$ cat src/rtl/guess_pkg.sv
// Shared definitions for the game sequencer slice: state encoding, field
// widths and a saturating score increment.
// No ports.
package guess_pkg;

  localparam int SCORE_W = 4;
  localparam int LIVES_W = 3;
  localparam int LEVEL_W = 2;
  localparam int HOLD_W  = 8;

  localparam logic [SCORE_W-1:0] SCORE_MAX = '1;

  typedef enum logic [2:0] {
    ST_IDLE      = 3'd0,
    ST_CLEAR     = 3'd1,
    ST_PLAY      = 3'd2,
    ST_SHOW_WIN  = 3'd3,
    ST_SHOW_LOSE = 3'd4,
    ST_OVER      = 3'd5
  } game_state_e;

  function automatic logic [SCORE_W-1:0] sat_inc(input logic [SCORE_W-1:0] v);
    return (v == SCORE_MAX) ? v : v + SCORE_W'(1);
  endfunction

endpackage

$ cat src/rtl/game_sequencer_if.sv
// Signal bundle between the game sequencer and its surroundings
// (start button, timebase, guess FSM and score display).
//   start_tick, tick_in, win, lose : into the sequencer
//   fsm_clear, fsm_en              : control to the guess FSM
//   wins, losses, lives, level,
//   game_over                      : score/status out of the sequencer
// Modports: slave = sequencer side, master = stimulus/consumer side.
interface game_sequencer_if;
  import guess_pkg::*;

  logic                 start_tick;
  logic                 tick_in;
  logic                 win;
  logic                 lose;
  logic                 fsm_clear;
  logic                 fsm_en;
  logic [SCORE_W-1:0]   wins;
  logic [SCORE_W-1:0]   losses;
  logic [LIVES_W-1:0]   lives;
  logic [LEVEL_W-1:0]   level;
  logic                 game_over;

  modport slave (
    input  start_tick, tick_in, win, lose,
    output fsm_clear, fsm_en, wins, losses, lives, level, game_over
  );

  modport master (
    output start_tick, tick_in, win, lose,
    input  fsm_clear, fsm_en, wins, losses, lives, level, game_over
  );

endinterface

$ cat src/rtl/tick_divider.sv
// Divides the tick_in pulse stream: tick_out fires on the tick_in that finds
// the counter equal to ratio, after which the counter restarts at 0, so one
// tick_out is produced every (ratio+1) tick_in pulses.
//   clk, rst  : clock, async active-high reset
//   tick_in   : pulse to be divided (already gated by the caller)
//   ratio     : terminal count
//   clear     : synchronous counter clear, suppresses tick_out
//   tick_out  : combinational divided pulse
module tick_divider
  import guess_pkg::*;
(
  input  logic               clk,
  input  logic               rst,
  input  logic               tick_in,
  input  logic [LEVEL_W-1:0] ratio,
  input  logic               clear,
  output logic               tick_out
);

  logic [LEVEL_W-1:0] div_q;
  logic [LEVEL_W-1:0] div_d;

  assign tick_out = tick_in && !clear && (div_q == ratio);

  always_comb begin
    div_d = div_q;
    if (clear || tick_out) begin
      div_d = '0;
    end else if (tick_in) begin
      div_d = div_q + LEVEL_W'(1);
    end
  end

  always_ff @(posedge clk or posedge rst) begin
    if (rst) begin
      div_q <= '0;
    end else begin
      div_q <= div_d;
    end
  end

endmodule

$ cat src/rtl/game_sequencer.sv
// Round/score sequencer wrapped around a guess FSM. Restarts the guess FSM,
// paces it with a level-dependent step enable, keeps score, and holds each
// round result on screen for SHOW_TICKS timebase pulses.
//   clk, rst : clock, async active-high reset
//   bus      : game_sequencer_if.slave (start_tick, tick_in, win, lose in;
//              fsm_clear, fsm_en, wins, losses, lives, level, game_over out)
//
// state        | meaning
// -------------+--------------------------------------------------
// ST_IDLE      | after reset, waiting for start_tick
// ST_CLEAR     | one-cycle restart of the guess FSM
// ST_PLAY      | round in progress, fsm_en paced by the divider
// ST_SHOW_WIN  | holding a won round result
// ST_SHOW_LOSE | holding a lost round result
// ST_OVER      | no lives left, waiting for start_tick
module game_sequencer
  import guess_pkg::*;
#(
  parameter int LIVES      = 3,
  parameter int SHOW_TICKS = 8,
  parameter int MAX_LEVEL  = 3
) (
  input  logic             clk,
  input  logic             rst,
  game_sequencer_if.slave  bus
);

  localparam logic [LIVES_W-1:0] LIVES_INIT = LIVES_W'(LIVES);
  localparam logic [LEVEL_W-1:0] LEVEL_TOP  = LEVEL_W'(MAX_LEVEL);
  localparam logic [HOLD_W-1:0]  HOLD_LAST  = HOLD_W'(SHOW_TICKS - 1);

  game_state_e        state_q, state_d;
  logic [SCORE_W-1:0] wins_q, wins_d;
  logic [SCORE_W-1:0] losses_q, losses_d;
  logic [LIVES_W-1:0] lives_q, lives_d;
  logic [LEVEL_W-1:0] level_q, level_d;
  logic [HOLD_W-1:0]  hold_q, hold_d;
  logic               fsm_clear_q, fsm_clear_d;
  logic               fsm_en_q, fsm_en_d;
  logic               game_over_q, game_over_d;

  logic               play_tick;
  logic               div_clear;
  logic               div_tick;
  logic [LEVEL_W-1:0] div_ratio;

  // Divider only sees timebase pulses while a round is running; higher
  // levels shorten the ratio so the guess FSM steps faster.
  assign play_tick = bus.tick_in && (state_q == ST_PLAY);
  assign div_clear = (state_q == ST_CLEAR);
  assign div_ratio = LEVEL_TOP - level_q;

  tick_divider u_tick_divider (
    .clk      (clk),
    .rst      (rst),
    .tick_in  (play_tick),
    .ratio    (div_ratio),
    .clear    (div_clear),
    .tick_out (div_tick)
  );

  always_comb begin
    state_d     = state_q;
    wins_d      = wins_q;
    losses_d    = losses_q;
    lives_d     = lives_q;
    level_d     = level_q;
    hold_d      = hold_q;
    fsm_en_d    = 1'b0;

    case (state_q)
      ST_IDLE: begin
        if (bus.start_tick) begin
          state_d = ST_CLEAR;
        end
      end

      ST_CLEAR: begin
        hold_d  = '0;
        state_d = ST_PLAY;
      end

      ST_PLAY: begin
        // win has priority; a simultaneous lose is dropped
        if (bus.win) begin
          wins_d  = sat_inc(wins_q);
          level_d = (level_q == LEVEL_TOP) ? level_q : level_q + LEVEL_W'(1);
          hold_d  = HOLD_LAST;
          state_d = ST_SHOW_WIN;
        end else if (bus.lose) begin
          losses_d = sat_inc(losses_q);
          lives_d  = (lives_q == '0) ? lives_q : lives_q - LIVES_W'(1);
          hold_d   = HOLD_LAST;
          state_d  = ST_SHOW_LOSE;
        end else begin
          fsm_en_d = div_tick;
        end
      end

      ST_SHOW_WIN, ST_SHOW_LOSE: begin
        // hold is a down-counter loaded on entry; terminal count 0 on a tick exits
        if (bus.tick_in) begin
          if (hold_q == '0) begin
            if (state_q == ST_SHOW_WIN || lives_q != '0) begin
              state_d = ST_CLEAR;
            end else begin
              state_d = ST_OVER;
            end
          end else begin
            hold_d = hold_q - HOLD_W'(1);
          end
        end
      end

      ST_OVER: begin
        if (bus.start_tick) begin
          wins_d   = '0;
          losses_d = '0;
          lives_d  = LIVES_INIT;
          level_d  = '0;
          state_d  = ST_CLEAR;
        end
      end

      default: begin
        state_d = ST_IDLE;
      end
    endcase

    // Registered outputs reflect the state being entered.
    fsm_clear_d = (state_d == ST_CLEAR);
    game_over_d = (state_d == ST_OVER);
  end

  always_ff @(posedge clk or posedge rst) begin
    if (rst) begin
      state_q     <= ST_IDLE;
      wins_q      <= '0;
      losses_q    <= '0;
      lives_q     <= LIVES_INIT;
      level_q     <= '0;
      hold_q      <= '0;
      fsm_clear_q <= 1'b0;
      fsm_en_q    <= 1'b0;
      game_over_q <= 1'b0;
    end else begin
      state_q     <= state_d;
      wins_q      <= wins_d;
      losses_q    <= losses_d;
      lives_q     <= lives_d;
      level_q     <= level_d;
      hold_q      <= hold_d;
      fsm_clear_q <= fsm_clear_d;
      fsm_en_q    <= fsm_en_d;
      game_over_q <= game_over_d;
    end
  end

  assign bus.fsm_clear = fsm_clear_q;
  assign bus.fsm_en    = fsm_en_q;
  assign bus.wins      = wins_q;
  assign bus.losses    = losses_q;
  assign bus.lives     = lives_q;
  assign bus.level     = level_q;
  assign bus.game_over = game_over_q;

endmodule
$ cat src/flat_wrapper.sv
// flat-port wrapper written by rule: the top's interface ports become plain ports
module game_sequencer_flat import guess_pkg::*;
#(
  parameter int LIVES      = 3,
  parameter int SHOW_TICKS = 8,
  parameter int MAX_LEVEL  = 3
)
  (clk, rst, bus_start_tick, bus_tick_in, bus_win, bus_lose, bus_fsm_clear, bus_fsm_en, bus_wins, bus_losses, bus_lives, bus_level, bus_game_over);
  game_sequencer_if bus_i ();
  input  logic clk;
  input  logic rst;
  input wire logic [$bits(bus_i.start_tick)-1:0] bus_start_tick;
  input wire logic [$bits(bus_i.tick_in)-1:0] bus_tick_in;
  input wire logic [$bits(bus_i.win)-1:0] bus_win;
  input wire logic [$bits(bus_i.lose)-1:0] bus_lose;
  output wire logic [$bits(bus_i.fsm_clear)-1:0] bus_fsm_clear;
  output wire logic [$bits(bus_i.fsm_en)-1:0] bus_fsm_en;
  output wire logic [$bits(bus_i.wins)-1:0] bus_wins;
  output wire logic [$bits(bus_i.losses)-1:0] bus_losses;
  output wire logic [$bits(bus_i.lives)-1:0] bus_lives;
  output wire logic [$bits(bus_i.level)-1:0] bus_level;
  output wire logic [$bits(bus_i.game_over)-1:0] bus_game_over;
  assign bus_i.start_tick = bus_start_tick;
  assign bus_i.tick_in = bus_tick_in;
  assign bus_i.win = bus_win;
  assign bus_i.lose = bus_lose;
  assign bus_fsm_clear = bus_i.fsm_clear;
  assign bus_fsm_en = bus_i.fsm_en;
  assign bus_wins = bus_i.wins;
  assign bus_losses = bus_i.losses;
  assign bus_lives = bus_i.lives;
  assign bus_level = bus_i.level;
  assign bus_game_over = bus_i.game_over;
  game_sequencer #(.LIVES(LIVES), .SHOW_TICKS(SHOW_TICKS), .MAX_LEVEL(MAX_LEVEL)) u_core (.clk(clk), .rst(rst), .bus(bus_i));
endmodule
$ cat config.mk
export PLATFORM = sky130hd
export DESIGN_NAME = game_sequencer_flat
export DESIGN_NICKNAME = d
export VERILOG_FILES = /design/src/rtl/guess_pkg.sv /design/src/rtl/game_sequencer_if.sv /design/src/rtl/tick_divider.sv /design/src/rtl/game_sequencer.sv /design/src/flat_wrapper.sv
export SDC_FILE = /design/constraint.sdc
export NUM_CORES = 1
export LEC_CHECK = 0
export CELL_PAD_IN_SITES_DETAIL_PLACEMENT = 2
export CELL_PAD_IN_SITES_GLOBAL_PLACEMENT = 2
export CORE_MARGIN = 4
export CORE_UTILIZATION = 43
export CTS_BUF_LIST = sky130_fd_sc_hd__clkbuf_4
export DETAILED_ROUTE_END_ITERATION = 10
export DONT_BUFFER_PORTS = 1
export GPL_TIMING_DRIVEN = 0
export PLACE_DENSITY_LB_ADDON = 0.1
export SYNTH_ARGS = -nofsm -noshare
export SYNTH_HDL_FRONTEND = slang
export SYNTH_HIERARCHICAL = 1
export SYNTH_SLANG_ARGS = --single-unit
export TNS_END_PERCENT = 100
$ cat constraint.sdc
create_clock -name clk -period 4.6 [get_ports clk]
set_clock_uncertainty 0.1 [all_clocks]
set_input_delay 0.69 -clock clk [delete_from_list [all_inputs] [get_ports clk]]
set_output_delay 0.69 -clock clk [all_outputs]
set_load 0.005 [all_outputs]
Word-level counts from Yosys, hierarchy flattened:

Index checks and enable logic that the tools add are counted.

* bits in registers: 29
* output and inout bits: 16

* add/sub/neg operators: 7
* equality and inequality tests: 22
* multiplexer cells: 34
* reductions and logical operators: 20

Operators by type and width (number)
* two-way mux 8 bit: 4
* two-way mux 3 bit: 10
* two-way mux 4 bit: 6
* one-hot mux 8 bit (3 select lines): 1
* != test 2 bit, second input constant: 10
* one-hot mux 4 bit (2 select lines): 2
* one-hot mux 3 bit (4 select lines): 1
* AND reduction 4 bit: 3
* two-way mux 2 bit: 5
* AND reduction 5 bit: 2
* == test 3 bit, second input constant: 3
* adder 4 x 1 -> 4 bit, second input constant: 2
* == test 4 bit, second input constant: 2
* zero test 8 bit: 1
* subtractor 8 x 1 -> 8 bit, second input constant: 1
* == test 3 x 1 -> 1 bit, second input constant: 2
* == test 3 x 2 -> 1 bit, second input constant: 2
* zero test 3 bit: 2
* one-hot mux 3 bit (2 select lines): 1
* nonzero test 3 bit: 2
* adder 2 x 1 -> 2 bit, second input constant: 2
* one-hot mux 2 bit (2 select lines): 1
* nonzero test 2 bit: 2
* OR reduction 2 bit: 2
* other kinds (9): 14

Logic depth before layout (Yosys ltp):

* word-level depth: 7
* mapped depth: 7
* gate-level depth less buffers: 7

Cells and area by module:

Netlist, hierarchy kept.

By module, submodules not included
* game_sequencer: times used 1, cells an instance 166, area an instance 1515.2 um^2
* tick_divider: times used 1, cells an instance 16, area an instance 146.4 um^2

Worst setup path before layout:

OpenSTA, ideal clock, no wires.

* path kind: register -> register
* from: register u_core.hold_q[3]
* to: register u_core.game_over_q, in the netlist u_core/bus.game_over
* setup time: 0.130 ns
* arrival time: 2.035 ns
* required time: 4.370 ns
* slack: 2.335 ns
* stages on the path, launching flop included: 6
* clock period less this slack: 2.265 ns
* cell sequence: dfrtp_1 -> or4_1 -> or4b_4 -> nand2b_1 -> a211o_1 -> nor2b_1

* cells in the longest elaborated chain, start to end: 5

RTL lines
* from (decl): RTL line game_sequencer.sv:37 `logic [HOLD_W-1:0] hold_q, hold_d;`
* from (signal assigned): RTL line game_sequencer.sv:152 `hold_q <= hold_d;`
* zero test 8 bit: RTL line game_sequencer.sv:103 `if (hold_q == '0) begin`
* two-way mux 3 bit: RTL line game_sequencer.sv:103
* two-way mux 3 bit: RTL line game_sequencer.sv:102 `if (bus.tick_in) begin`
* one-hot mux 3 bit (4 select lines): RTL line game_sequencer.sv:71 `case (state_q)`
* via u_core.state_d[2]: RTL line game_sequencer.sv:32 `game_state_e state_q, state_d;`
* == test 3 bit: RTL line game_sequencer.sv:132 `game_over_d = (state_d == ST_OVER);`
* via u_core.game_over_d: RTL line game_sequencer.sv:40 `logic game_over_q, game_over_d;`
* to (signal assigned): RTL line game_sequencer.sv:155 `game_over_q <= game_over_d;`
* to (decl): RTL line game_sequencer.sv:40

The timed path passes the listed nets, and every way through them passes these cells.
A chain may end at the register's enable or synchronous reset.

Worst setup path after layout:

* from: register u_core.state_q[1]
* to: register u_core.lives_q[2], in the netlist u_core/bus.lives[2]

* cells in the longest elaborated chain, start to end: 3
* elaborated cells on any way between the ends: 9
* classes of those cells: 6 x eq/ne; 1 x mux; 2 x reduce/logical

RTL lines
* from (decl): RTL line game_sequencer.sv:32
* from (signal assigned): RTL line game_sequencer.sv:147 `state_q <= state_d;`
* == test 3 x 2 -> 1 bit / == test 3 bit (equally long branches): RTL line game_sequencer.sv:71
* != test 2 bit (no source line) / nonzero test 2 bit (equally long branches)
* AND reduction 5 bit (no source line)
* to (signal assigned): RTL line game_sequencer.sv:150 `lives_q <= lives_d;`
* to (decl): RTL line game_sequencer.sv:35 `logic [LIVES_W-1:0] lives_q, lives_d;`

Parallel ways exist; a longest one is shown, timed or not.

==> results by group <==
Timing
  • Normalized max-slew margin: 29.2%
  • RSZ-0062 raised after global routing: no
  • Period utilisation layout: 53.7%
  • Max Freq: 0.405 GHz
  • Final setup violation count: 0
  • Final min period: 2.47 ns
  • Tightest Pin Transition: 1.06 ns
  • Fin Setup TNS: 0 ns
  • Final Hold Vio Count: 0
  • Worst setup margin: 2.13 ns
  • Final Slew Violations: 0

Synthesis
  • Yosys top cell by area: dfrtp_1
  • Multiplexer area fraction after synthesis: 0.602%
  • Post-synth top flop: dfrtp_1
  • Area contributors post-synth: dfrtp_1 41%, o21ai_0 7.8%, ha_1 4.5%, dfstp_2 3.2%, nor2_1 3.2%
  • Mapped cell area: 1660 um2
  • Adder-cell area share of the yosys netlist: 4.52%
  • Syn_nets: 194
  • Syn Inst Count: 182
  • Largest family of logic cells by synthesized area: simple AND/OR/NAND/NOR gates
  • Post-synth EDFFs: 0
  • Yosys reg bits: 29
  • Register area share after synthesis: 43.8%
  • Area share of xor/xnor cells in the synthesized design: 4.22%
  • Post-synthesis async set-or-reset flop share: 100%
  • Post-synth top cells: 27 x dfrtp_1, 26 x o21ai_0, 14 x nor2_1, 13 x inv_1, 11 x nand2_1
  • Ys Warns: 6
  • Yosys top cell area share: 40.7%
  • Synth cell types: 44
  • Syn avg cell area: 9.13 um2
  • Post-Synth Simple-Gate Area: 21.5%
  • Most common cell in the synthesized netlist: dfrtp_1
  • Post-synthesis compound-gate area fraction: 20.8%

Global route
  • Largest net degree at the start of global routing: 28
  • Grt ovf: 0
  • Initial antenna violation count: 0
  • GRT Total Usage: 20.2%
  • First-pass GRT wire length: 7890 um
  • Vias in the first global route: 1612

Power and ir drop
  • Leakage: 0.791 nW
  • Clock share of power: 13.7%
  • PD cells: 657 nW/um2
  • Gate power share: 46.7%
  • VDD IR max: 0.249 mV
  • Sequential share of power: 39.6%
  • Sw Share: 45.8%
  • Switch Pwr: 0.000537 W
  • Internal: 0.000636 W

Route
  • DRT Pass-1 Iters: 4
  • DRC viols: 0
  • Routed Antenna Nets: 0
  • WL per Instance: 18.9 um
  • Routed wire length: 4510 um
  • Vias: 1410
  • Vias per std cell: 5.90
  • DRT iter0 DRCs: 37

Place
  • IO buf count: 0
  • Routability Congestion: 0.740
  • Placed Area: 1720 um2
  • Setup WS pre-CTS: 2.13 ns
  • DP Wirelength: 3470 um

Clocking
  • Root Driver: clkbuf_4
  • Skew-Pair Late Insertion Delay: 0.35 ns
  • H-tree depth: 2
  • Worst-case clock buffer depth: 2
  • Clk sink count: 29
  • Hold-fix buffers, CTS: 1
  • Num CTS Buffers: 5
  • CTS tree: done
  • CTS clk-pin slew, worst paths: 0.11 ns
  • Postcts setup bufs: 0
  • Post-cts sizing count: 0

Critical path
  • Setup crit end kind: register
  • Worst reg-to-reg setup slack: 2.13 ns
  • Critical path startpoint category: register
  • Worst path arrival time: 2.66 ns
  • Worst EP required: 4.79 ns
  • Setup Crit Path Kind: reg -> reg
  • Max FO, Critical Path: 9

Floorplan
  • Number of cell rows: 22
  • Die area: 4920 um2
  • Initial Utilization: 45.0%
  • Number of I/O pins: 22
  • Die height: 70.2 um
  • Die Wd: 70.2 um
  • Core box area: 3690 um2

Cells and area
  • Final non-filler cell area: 1790 um2
  • Multi-input gate area: 858 um2
  • Area growth, synth to finish: 7.53%
  • Diode count: 0
  • Share of cells above drive strength 1: 10.5%
  • Fillers: 412
  • Nets: 202
  • Sequential Area: 728 um2

Min path
  • Hold crit path type: in -> async

Job
  • Max cap viols: 0

Run status
  • Status: finished, final reports clean
==> final timing paths <==
kind | startpoint | depth (start not counted) | end
max | u_core/state_q[1]$_DFF_PP0_ | 6 | u_core/bus.lives[2]$_DFFE_PP0P_
min | rst | 1 | u_core/bus.level[1]$_DFFE_PP0P_
max reg2reg | u_core/state_q[1]$_DFF_PP0_ | 6 | u_core/bus.lives[2]$_DFFE_PP0P_
min reg2reg | u_core/bus.lives[0]$_DFFE_PP1P_ | 2 | u_core/bus.lives[0]$_DFFE_PP1P_
max in group asynchronous | rst | 1 | u_core/hold_q[0]$_DFFE_PP0P_
min in group clk | bus_lose | 2 | u_core/bus.fsm_en$_DFF_PP0_
==> power by group through the flow <==
| stage | Combinational (W) | Sequential, W | Clock [W] |
|---|---|---|---|
| 2_1_floorplan | 0.000418 | 0.000438 | 0 |
| 5_1_grt | 0.000633 | 0.000484 | 0.000183 |
| 6_report | 0.000547 | 0.000465 | 0.000161 |
| 3_3_place_gp | 0.000489 | 0.000460 | 0 |
| 4_1_cts | 0.000556 | 0.000468 | 0.000167 |
| 3_5_place_dp | 0.000551 | 0.000471 | 0 |
==> sequential cells by signal, summed over array words and instances, names as in the netlist <==
signal / flops
u_core/bus.fsm_clear: 1
u_core/bus.losses: 4
u_core/bus.wins: 4
u_core/bus.lives: 3
u_core/state_q: 3
u_core/bus.level: 2
u_core/hold_q: 8
u_core/bus.game_over: 1
u_core/u_tick_divider/div_q: 2
u_core/bus.fsm_en: 1
==> cell type report <==
cell class,count,share of cell area [%]
repair buffers,1,0.560
flip-flops and latches,29,40.8
well taps,48,3.36
inverters,13,2.73
clock inverters,2,0.560
multi-input cells,134,48.0
plain buffers,6,1.47
clock buffers,6,2.52
==> cell usage in the layout, fill, tap and decap left out, types with 3 or more instances in the layout <==
cell / synthesis / routed
o21ai_0: 26 / 26
nor3_1: 4 / 4
nor2_1: 14 / 14
nand2b_1: 7 / 7
nand3_1: 3 / 3
nor2b_1: 5 / 5
inv_1: 13 / 13
nand2_1: 11 / 11
clkbuf_4: 0 / 6
a21oi_1: 8 / 8
or3_1: 3 / 3
a31oi_1: 4 / 4
dfrtp_1: 27 / 27
o31ai_1: 3 / 3
xnor2_1: 6 / 6
a21o_1: 3 / 3
ha_1: 6 / 6
a211oi_1: 3 / 3
clkbuf_1: 3 / 3
==> cells by family (layout without fill, tap and decap cells) <==
kind of cell,count (synthesis),in the layout
muxes,1,1
xor gates and xnor gates,8,8
AOI/OAI and AO/OA,56,56
adders and majority gates,6,6
and+or+nand+nor,63,63
DFF,29,29
buffers and inverters,19,28
==> per-stage QoR <==
step	power, W	hold slack [ns]	instances	utilization [%]
2_1_floorplan	0.000856	0.331	182	-
3_3_place_gp	0.000950	0.335	230	46.7
3_5_place_dp	0.00102	0.344	230	46.7
4_1_cts	0.00119	0.405	239	48.4
5_1_grt	0.00130	0.408	239	48.4
6_report	0.00117	0.382	239	48.4
==> critical path, stage by stage, from the launching register on <==
cell	delay (ns)
dfrtp_1	0.35
clkbuf_2	0.20
nor3b_2	0.47
a22o_1	0.27
o21ai_0	0.22
or4b_2	0.68
nand2_1	0.10
==> per-layer routing <==
layer / vias to the layer above / global-route usage (%) / share of wire, %
li1: 665 / - / -
met1: 719 / 23.6 / 42
met2: 19 / 35.3 / 52
met3: 7 / 6.19 / 4.4
met4: 0 / 5.96 / 1.4
met5: - / 0 / 0
Power figures use the tool's default switching activity.
